**config.mk**
```make
export PLATFORM = sky130hd
export DESIGN_NAME = imsic_port_arbiter
export DESIGN_NICKNAME = d
export VERILOG_FILES = /design/src/rtl/imsic_port_arbiter.sv
export SDC_FILE = /design/constraint.sdc
export NUM_CORES = 1
export LEC_CHECK = 0
export ABC_AREA = 1
export CORE_ASPECT_RATIO = 0.9
export CORE_UTILIZATION = 40
export CTS_CLUSTER_DIAMETER = 200
export DETAILED_ROUTE_END_ITERATION = 8
export GPL_ROUTABILITY_DRIVEN = 0
export MAX_ROUTING_LAYER = met4
export PLACE_DENSITY_LB_ADDON = 0.05
export SYNTH_ARGS = -nofsm -noshare
export SYNTH_HDL_FRONTEND = slang
export SYNTH_SLANG_ARGS = --single-unit
```
**constraint.sdc**
```tcl
create_clock -name clk_i -period 2.1 [get_ports clk_i]
set_input_delay 0.21 -clock clk_i [delete_from_list [all_inputs] [get_ports clk_i]]
set_output_delay 0.21 -clock clk_i [all_outputs]
set_load 0.05 [all_outputs]
```
**src/rtl/imsic_port_arbiter.sv**
```systemverilog
// Round-robin arbiter sharing one IMSIC register-file port between several harts,
// with one transaction in flight and a watchdog against a stuck IMSIC.
module imsic_port_arbiter #(
    parameter int NumHarts      = 2,
    parameter int AddrWidth     = 32,
    parameter int DataWidth     = 32,
    parameter int TimeoutCycles = 255,
    localparam int HartIdW      = (NumHarts > 1) ? $clog2(NumHarts) : 1
) (
    input  logic                                clk_i,
    input  logic                                rst_i,
    input  logic [NumHarts-1:0]                 hart_req_i,
    input  logic [NumHarts-1:0]                 hart_we_i,
    input  logic [NumHarts-1:0]                 hart_claim_i,
    input  logic [NumHarts-1:0][AddrWidth-1:0]  hart_addr_i,
    input  logic [NumHarts-1:0][DataWidth-1:0]  hart_wdata_i,
    output logic [NumHarts-1:0]                 hart_gnt_o,
    output logic [NumHarts-1:0]                 hart_rvalid_o,
    output logic [DataWidth-1:0]                hart_rdata_o,
    output logic                                hart_err_o,
    output logic                                imsic_req_o,
    output logic                                imsic_we_o,
    output logic                                imsic_claim_o,
    output logic [HartIdW-1:0]                  imsic_hart_o,
    output logic [AddrWidth-1:0]                imsic_addr_o,
    output logic [DataWidth-1:0]                imsic_wdata_o,
    input  logic                                imsic_gnt_i,
    input  logic                                imsic_rvalid_i,
    input  logic [DataWidth-1:0]                imsic_rdata_i,
    input  logic                                imsic_err_i
);

    typedef enum logic [1:0] {
        IDLE  = 2'd0,
        REQ   = 2'd1,
        WAIT  = 2'd2,
        DRAIN = 2'd3
    } state_e;

    localparam logic [HartIdW:0]      NumHartsW   = (HartIdW + 1)'(NumHarts);
    localparam logic [NumHarts-1:0]   HartOne     = NumHarts'(1);
    localparam logic [15:0]           TimeoutLast = 16'(TimeoutCycles - 1);

    state_e                 state_q;
    state_e                 state_d;
    logic [HartIdW-1:0]     rr_q;
    logic [HartIdW-1:0]     sel_q;
    logic                   we_q;
    logic                   claim_q;
    logic [AddrWidth-1:0]   addr_q;
    logic [DataWidth-1:0]   wdata_q;
    logic [15:0]            cnt_q;
    logic [NumHarts-1:0]    rvalid_q;
    logic [DataWidth-1:0]   rdata_q;
    logic                   err_q;

    logic                   found_s;
    logic [HartIdW-1:0]     winner_s;
    logic [HartIdW:0]       cand_s;
    logic [HartIdW:0]       rr_next_s;
    logic                   expire_s;
    logic                   grant_s;
    logic                   enter_wait_s;
    logic                   accept_s;
    logic                   timeout_s;

    // Round-robin search: first requesting hart at or after rr_q, wrapping mod NumHarts.
    always_comb begin
        found_s  = 1'b0;
        winner_s = '0;
        cand_s   = '0;
        for (int i = 0; i < NumHarts; i++) begin
            cand_s = {1'b0, rr_q} + (HartIdW + 1)'(i);
            if (cand_s >= NumHartsW) begin
                cand_s = cand_s - NumHartsW;
            end else begin
                cand_s = cand_s;
            end
            if (!found_s && hart_req_i[cand_s[HartIdW-1:0]]) begin
                found_s  = 1'b1;
                winner_s = cand_s[HartIdW-1:0];
            end else begin
                winner_s = winner_s;
            end
        end
        rr_next_s = {1'b0, winner_s} + (HartIdW + 1)'(1);
        if (rr_next_s >= NumHartsW) begin
            rr_next_s = '0;
        end else begin
            rr_next_s = rr_next_s;
        end
    end

    // Next-state and event decode; a real downstream event beats a same-cycle timeout.
    always_comb begin
        state_d      = state_q;
        grant_s      = 1'b0;
        enter_wait_s = 1'b0;
        accept_s     = 1'b0;
        timeout_s    = 1'b0;
        expire_s     = (cnt_q == TimeoutLast);
        case (state_q)
            IDLE: begin
                if (found_s) begin
                    grant_s = 1'b1;
                    state_d = REQ;
                end else begin
                    state_d = IDLE;
                end
            end
            REQ: begin
                if (imsic_gnt_i) begin
                    enter_wait_s = 1'b1;
                    state_d      = WAIT;
                end else if (expire_s) begin
                    timeout_s = 1'b1;
                    state_d   = IDLE;
                end else begin
                    state_d = REQ;
                end
            end
            WAIT: begin
                if (imsic_rvalid_i) begin
                    accept_s = 1'b1;
                    state_d  = IDLE;
                end else if (expire_s) begin
                    timeout_s = 1'b1;
                    state_d   = DRAIN;
                end else begin
                    state_d = WAIT;
                end
            end
            DRAIN: begin
                if (imsic_rvalid_i) begin
                    state_d = IDLE;
                end else begin
                    state_d = DRAIN;
                end
            end
            default: begin
                state_d = IDLE;
            end
        endcase
        if (rst_i) begin
            grant_s      = 1'b0;
            enter_wait_s = 1'b0;
            accept_s     = 1'b0;
            timeout_s    = 1'b0;
        end else begin
            grant_s = grant_s;
        end
    end

    // FSM state register.
    always_ff @(posedge clk_i) begin
        if (rst_i) begin
            state_q <= IDLE;
        end else begin
            state_q <= state_d;
        end
    end

    // Request capture; rr_q advances at grant so a later timeout cannot starve anyone.
    always_ff @(posedge clk_i) begin
        if (rst_i) begin
            rr_q    <= '0;
            sel_q   <= '0;
            we_q    <= 1'b0;
            claim_q <= 1'b0;
            addr_q  <= '0;
            wdata_q <= '0;
        end else if (grant_s) begin
            rr_q    <= rr_next_s[HartIdW-1:0];
            sel_q   <= winner_s;
            we_q    <= hart_we_i[winner_s];
            claim_q <= hart_claim_i[winner_s];
            addr_q  <= hart_addr_i[winner_s];
            wdata_q <= hart_wdata_i[winner_s];
        end else begin
            rr_q    <= rr_q;
            sel_q   <= sel_q;
            we_q    <= we_q;
            claim_q <= claim_q;
            addr_q  <= addr_q;
            wdata_q <= wdata_q;
        end
    end

    // Watchdog: restarts on entry to REQ or WAIT, advances while either is active.
    always_ff @(posedge clk_i) begin
        if (rst_i) begin
            cnt_q <= 16'd0;
        end else if (grant_s || enter_wait_s) begin
            cnt_q <= 16'd0;
        end else if ((state_q == REQ) || (state_q == WAIT)) begin
            cnt_q <= cnt_q + 16'd1;
        end else begin
            cnt_q <= cnt_q;
        end
    end

    // Registered response pulse; write responses carry zero data.
    always_ff @(posedge clk_i) begin
        if (rst_i) begin
            rvalid_q <= '0;
            rdata_q  <= '0;
            err_q    <= 1'b0;
        end else if (accept_s) begin
            rvalid_q <= HartOne << sel_q;
            rdata_q  <= we_q ? '0 : imsic_rdata_i;
            err_q    <= imsic_err_i;
        end else begin
            rvalid_q <= '0;
            rdata_q  <= '0;
            err_q    <= 1'b0;
        end
    end

    // Timeout responses are issued in the expiring cycle itself, so they are merged here.
    assign hart_gnt_o    = grant_s ? (HartOne << winner_s) : '0;
    assign hart_rvalid_o = rvalid_q | (timeout_s ? (HartOne << sel_q) : '0);
    assign hart_rdata_o  = rdata_q;
    assign hart_err_o    = err_q | timeout_s;

    assign imsic_req_o   = (state_q == REQ) && !rst_i;
    assign imsic_we_o    = we_q;
    assign imsic_claim_o = claim_q;
    assign imsic_hart_o  = sel_q;
    assign imsic_addr_o  = addr_q;
    assign imsic_wdata_o = wdata_q;

endmodule

```
# ---- After elaboration in Yosys (flattened, before gate mapping)
# Cells that the tools add are included.
dict set report totals {
  register_bits 121
  in_bits 171
  output_inout_bits 105
  wordCells 83
}
dict set report classes {
  bitwise_logic 3
  reduce_logical 10
  n_shift 2
  n_eq_ne 4
  n_mux 42
  magnitude_cmp 6
  addsub 5
}
# op n
set ops {}
lappend ops {{2-to-1 mux 32 bit} 4}
lappend ops {{2-to-1 mux 1 bit} 31}
lappend ops {{adder 16 x 1 -> 16 bit, second input constant} 1}
lappend ops {{== test 16 x 8 -> 1 bit, second input constant} 1}
lappend ops {{2-to-1 mux 2 bit} 5}
lappend ops {{one-hot mux 2 bit (4 select lines)} 1}
lappend ops {{less-than comparator 1 x 2 -> 1 bit, second input constant} 3}
lappend ops {{adder 1 x 1 -> 2 bit, second input constant} 2}
lappend ops {{== test 2 bit, second input constant} 2}
lappend ops {{>= comparator 2 bit, second input constant} 2}
lappend ops {{OR reduction 2 bit} 2}
lappend ops {{<< shifter 1 x 1 -> 2 bit, first input constant} 2}
lappend ops {{OR reduction 3 bit} 1}
lappend ops {{== test 2 x 1 -> 1 bit, second input constant} 1}
lappend ops {{>= comparator 1 x 2 -> 1 bit, second input constant} 1}
lappend ops {{logical AND 1 bit} 2}
lappend ops {{logical NOT 1 bit} 2}
lappend ops {{logical NOT 2 bit} 1}
lappend ops {{logical OR 1 bit} 2}
lappend ops {{bitwise OR 2 bit} 1}
lappend ops {{one-hot mux 1 bit (2 select lines)} 1}
lappend ops {{subtractor 1 bit, second input constant} 2}
lappend ops {{NOT 1 bit} 1}
lappend ops {{bitwise OR 1 bit} 1}

# ---- Logic depth before layout (Yosys ltp)
dict set report depth {
  word_depth 13
  mapped_depth 9
  mapped_depth_nobuf 9
}

# ---- Worst setup path before layout
# Ideal clock, no wire load.
dict set report synth_timing {
  path_type {reg-to-output}
  startpoint {reg state_q[0]}
  endpoint {out hart_rvalid_o[0]}
  stages_incl_launch_ff 8
  required_time_ns 1.890
  t_arrival_ns 1.862
  n_path_buf 0
  slack_ns 0.028
  path_cell_list {dfxtp_1 -> inv_1 -> ha_1 -> inv_1 -> nor2_1 -> o21a_1 -> nand3_1 -> o21bai_1}
}
dict set report synth_between {
  elab_chain_cells 5
  elab_cells_between_ends 6
  cone_classes {2 x eq/ne; 3 x mux; 1 x bitwise}
}
# element line_no
set synth_rtl {}
lappend synth_rtl {{start: declaration} 44} ;# state_e state_q;
lappend synth_rtl {{start signal: assignment} 159} ;# state_q <= state_d;
lappend synth_rtl {{== test 2 bit or == test 2 x 1 -> 1 bit (tied branches)} 102} ;# case (state_q)
lappend synth_rtl {{one-hot mux 1 bit (2 select lines) (*)} 102}
lappend synth_rtl {{2-to-1 mux 1 bit (*)} 144} ;# if (rst_i) begin
lappend synth_rtl {{2-to-1 mux 2 bit (*)} 221} ;# assign hart_rvalid_o = rvalid_q | (timeout_s ? (HartOne << sel_q) : '0);
lappend synth_rtl {{bitwise OR 2 bit (*)} 221}
lappend synth_rtl {{end: declaration} 18} ;# output logic [NumHarts-1:0] hart_rvalid_o,
# Every way passes the cells marked *; elsewhere a longest branch is shown, timed or not.

# ---- Worst setup path after layout
# Same ends and word-level chain as after synthesis.

==> key figures <==
Yosys
  • Post-synth top cells: 313 x nand2_1, 121 x dfxtp_1, 77 x nor2_1
  • Flops & latches, synth: 121
  • Cell taking the most area after synthesis: dfxtp_1
  • Syn avg cell area: 6.74 um^2
  • Count leader, synth: nand2_1
  • Syn Nets: 978
  • Synth top area share: 44.9%
  • Yosys warns: 0
  • Post-synthesis sequential area ratio: 44.9%
  • Number of flops mapped to enable cells by yosys: 0
  • Post-synthesis cell count: 800
  • Unique masters post-synth: 25
  • Synth area leaders: dfxtp_1 45%, nand2_1 22%, nand3_1 6.9%
  • Top_reg_cell synth: dfxtp_1
  • Synthesized cell area: 0.00540 mm^2
  • Fraction of registers with async set/reset: 0%

Routing
  • DRC violations left: 0
  • Vias per inst: 4.64
  • Router iterations before antenna repair: 5
  • Wire per inst: 14.0 um
  • Routed Antenna Nets: 0
  • DRT Wirelength: 17,400 um
  • DR vias: 5,751
  • Initial drt markers: 447

Timing
  • Slew Limit Fails: 0
  • Final cycle utilization of the critical path: 97.3%
  • Final WS setup: 55.7 ps
  • Worst-Margin Slew: 563 ps
  • Fmax: 0.489 GHz
  • RSZ-0062 raised after global routing: true
  • Slew headroom: 62.3%
  • Worst Clk Skew: 5.42 ps
  • Hold Vio Cnt, Final: 0
  • Period minus WS final: 2040 ps
  • Final number of setup-violating endpoints: 0
  • Setup TNS: 0 ps
  • WHS: 241 ps

Clock tree
  • Sink Count: 121
  • H-tree Lvls: 4
  • Num CTS Buffers: 17
  • Clk root buf: clkbuf_16
  • Clk Latency, worst-skew pair: 410 ps
  • Reg clk slew, reported paths: 50 ps
  • Max Root-Sink Buffers: 2
  • TritonCTS clock tree: built

Setup path
  • CP Capture Type: output port
  • Critical Path RT: 1890 ps
  • Crit Path Max Fanout: 5
  • Crit path launch type: flip-flop
  • CP arrival: 1830 ps
  • Kind of critical path: reg -> out

Floorplanning
  • Core outline area: 0.0129 mm^2
  • Initial Util: 41.7%
  • Die W: 124 um
  • I/O pin cnt: 276
  • Die H: 112 um
  • Full die area: 0.0140 mm^2
  • Row cnt: 39

Cells and area
  • Cell area after layout: 0.00897 mm^2
  • Area grow syn2layout: 66.2%
  • Post-Layout Cell Count: 1,239
  • # nets final: 1,240
  • Share of layout cells above drive strength 1: 7.26%
  • Ant diodes: 0

GRT
  • First-pass GRT wire length: 27,700 um
  • Pin count of the biggest net entering global routing: 47
  • Initial antenna violation count: 0
  • Total track usage: 26.0%
  • Vias in the first global route: 5,522
  • Overflow after GRT: 0

Placement
  • Area after DPL: 0.00828 mm^2
  • Place WS: 180 ps
  • Placed Cells incl. Taps: 1,206
  • Dpl hpwl: 12,400 um
  • Port bufs: 275

Power and ir drop
  • Pwr Density: 783 mW/mm^2
  • Leakage: 3.87 nW
  • VDD IR max: 0.575 mV

Worst hold path
  • Min-Delay Path Class: in -> reg

Flow run
  • Max cap viols: 0

Status
  • Status: complete, no violations
[through the flow]
stage | power (mW) | utilization, %
floorplan | 3.41 | -
global placement | 4.09 | 64.0
detailed placement | 4.10 | 64.0
CTS | 7.06 | 68.9
global route | 7.30 | 69.4
finish | 7.02 | 69.4
[cells in the final DEF (no fill, tap or decap), types with 4 or more instances in the layout]
cell type | synthesis | final
a21oi_1 | 69 | 69
buf_12 | 0 | 8
buf_4 | 5 | 14
clkbuf_16 | 0 | 17
clkdlybuf4s50_1 | 0 | 267
clkinv_2 | 0 | 6
dfxtp_1 | 121 | 119
ha_1 | 7 | 4
inv_1 | 61 | 58
inv_2 | 4 | 4
nand2_1 | 313 | 312
nand3_1 | 74 | 73
nor2_1 | 77 | 74
xor2_1 | 6 | 6
[per-layer routing]
metal	wire length, um	GRT usage (%)	share of wire, %
met1	7160	28.5	41
met5	0	-	0
met4	391	9.32	2.2
met3	1390	8.58	8.0
met2	8450	44.0	49
[area by class of cell]
| cell class | count | area, um^2 |
|---|---|---|
| well taps | 164 | 205 |
| flip-flops and latches | 121 | 2430 |
| repair buffers | 291 | 2950 |
| clock buffers | 23 | 478 |
| clock inverters | 9 | 120 |
| multi-input cells | 566 | 2540 |
| inverters | 65 | 251 |
| fillers | 1136 | 3960 |
[worst paths after layout]
check	start	endpoint	slack [ps]	depth (start not counted)
setup / recovery	state_q[0]	hart_rvalid_o[0]	60	8
hold / removal	rst_i	imsic_wdata_o[6]	240	4
setup reg to reg	state_q[0]	cnt_q[15]	520	9
hold reg to reg	imsic_wdata_o[29]	imsic_wdata_o[29]	460	2
[cell families after synthesis]
kind of cell             share of synthesized area [%]
adder cells (fa/ha/maj)                           1.62
flip-flops                                        44.9
buffers and inverters                             9.44
XOR/XNOR                                          1.30
AND/OR/NAND/NOR                                   35.5
AO/OA/AOI/OAI                                     7.21
[timing repair]
item / in CTS / in global routing
resized for setup: 11 / 13
hold buffers: 0 / 0
endpoints found under the hold margin: 0 / 0
setup endpoints to repair: 3 / 3
buffers inserted: 0 / 1
pin swaps: 1 / 4
[state kept, by name, summed over array words and instances, names as in the netlist]
signal / count
state_q: 2
imsic_addr_o: 32
err_q: 1
imsic_hart_o: 1
cnt_q: 16
rr_q: 1
hart_rdata_o: 32
imsic_wdata_o: 32
rvalid_q: 2
imsic_claim_o: 1
imsic_we_o: 1
[critical path, cell delays in order (launching register included)]
cell      delay (ps)
dfxtp_4          360
inv_4             50
ha_4             290
inv_4             50
nor2_4            70
o21a_1           160
nand3_4          110
o21bai_4         180
buf_12           150
[where the power goes]
group | switching, mW | internal, mW | total (mW) | leakage (nW)
Combinational | 0.932 | 0.674 | 1.61 | 2.59
Clock | 1.00 | 1.95 | 2.95 | 0.300
Sequential | 0.0603 | 2.41 | 2.47 | 0.984
Total | 1.99 | 5.03 | 7.02 | 3.87
No activity file was read; power rests on OpenSTA's default activity.
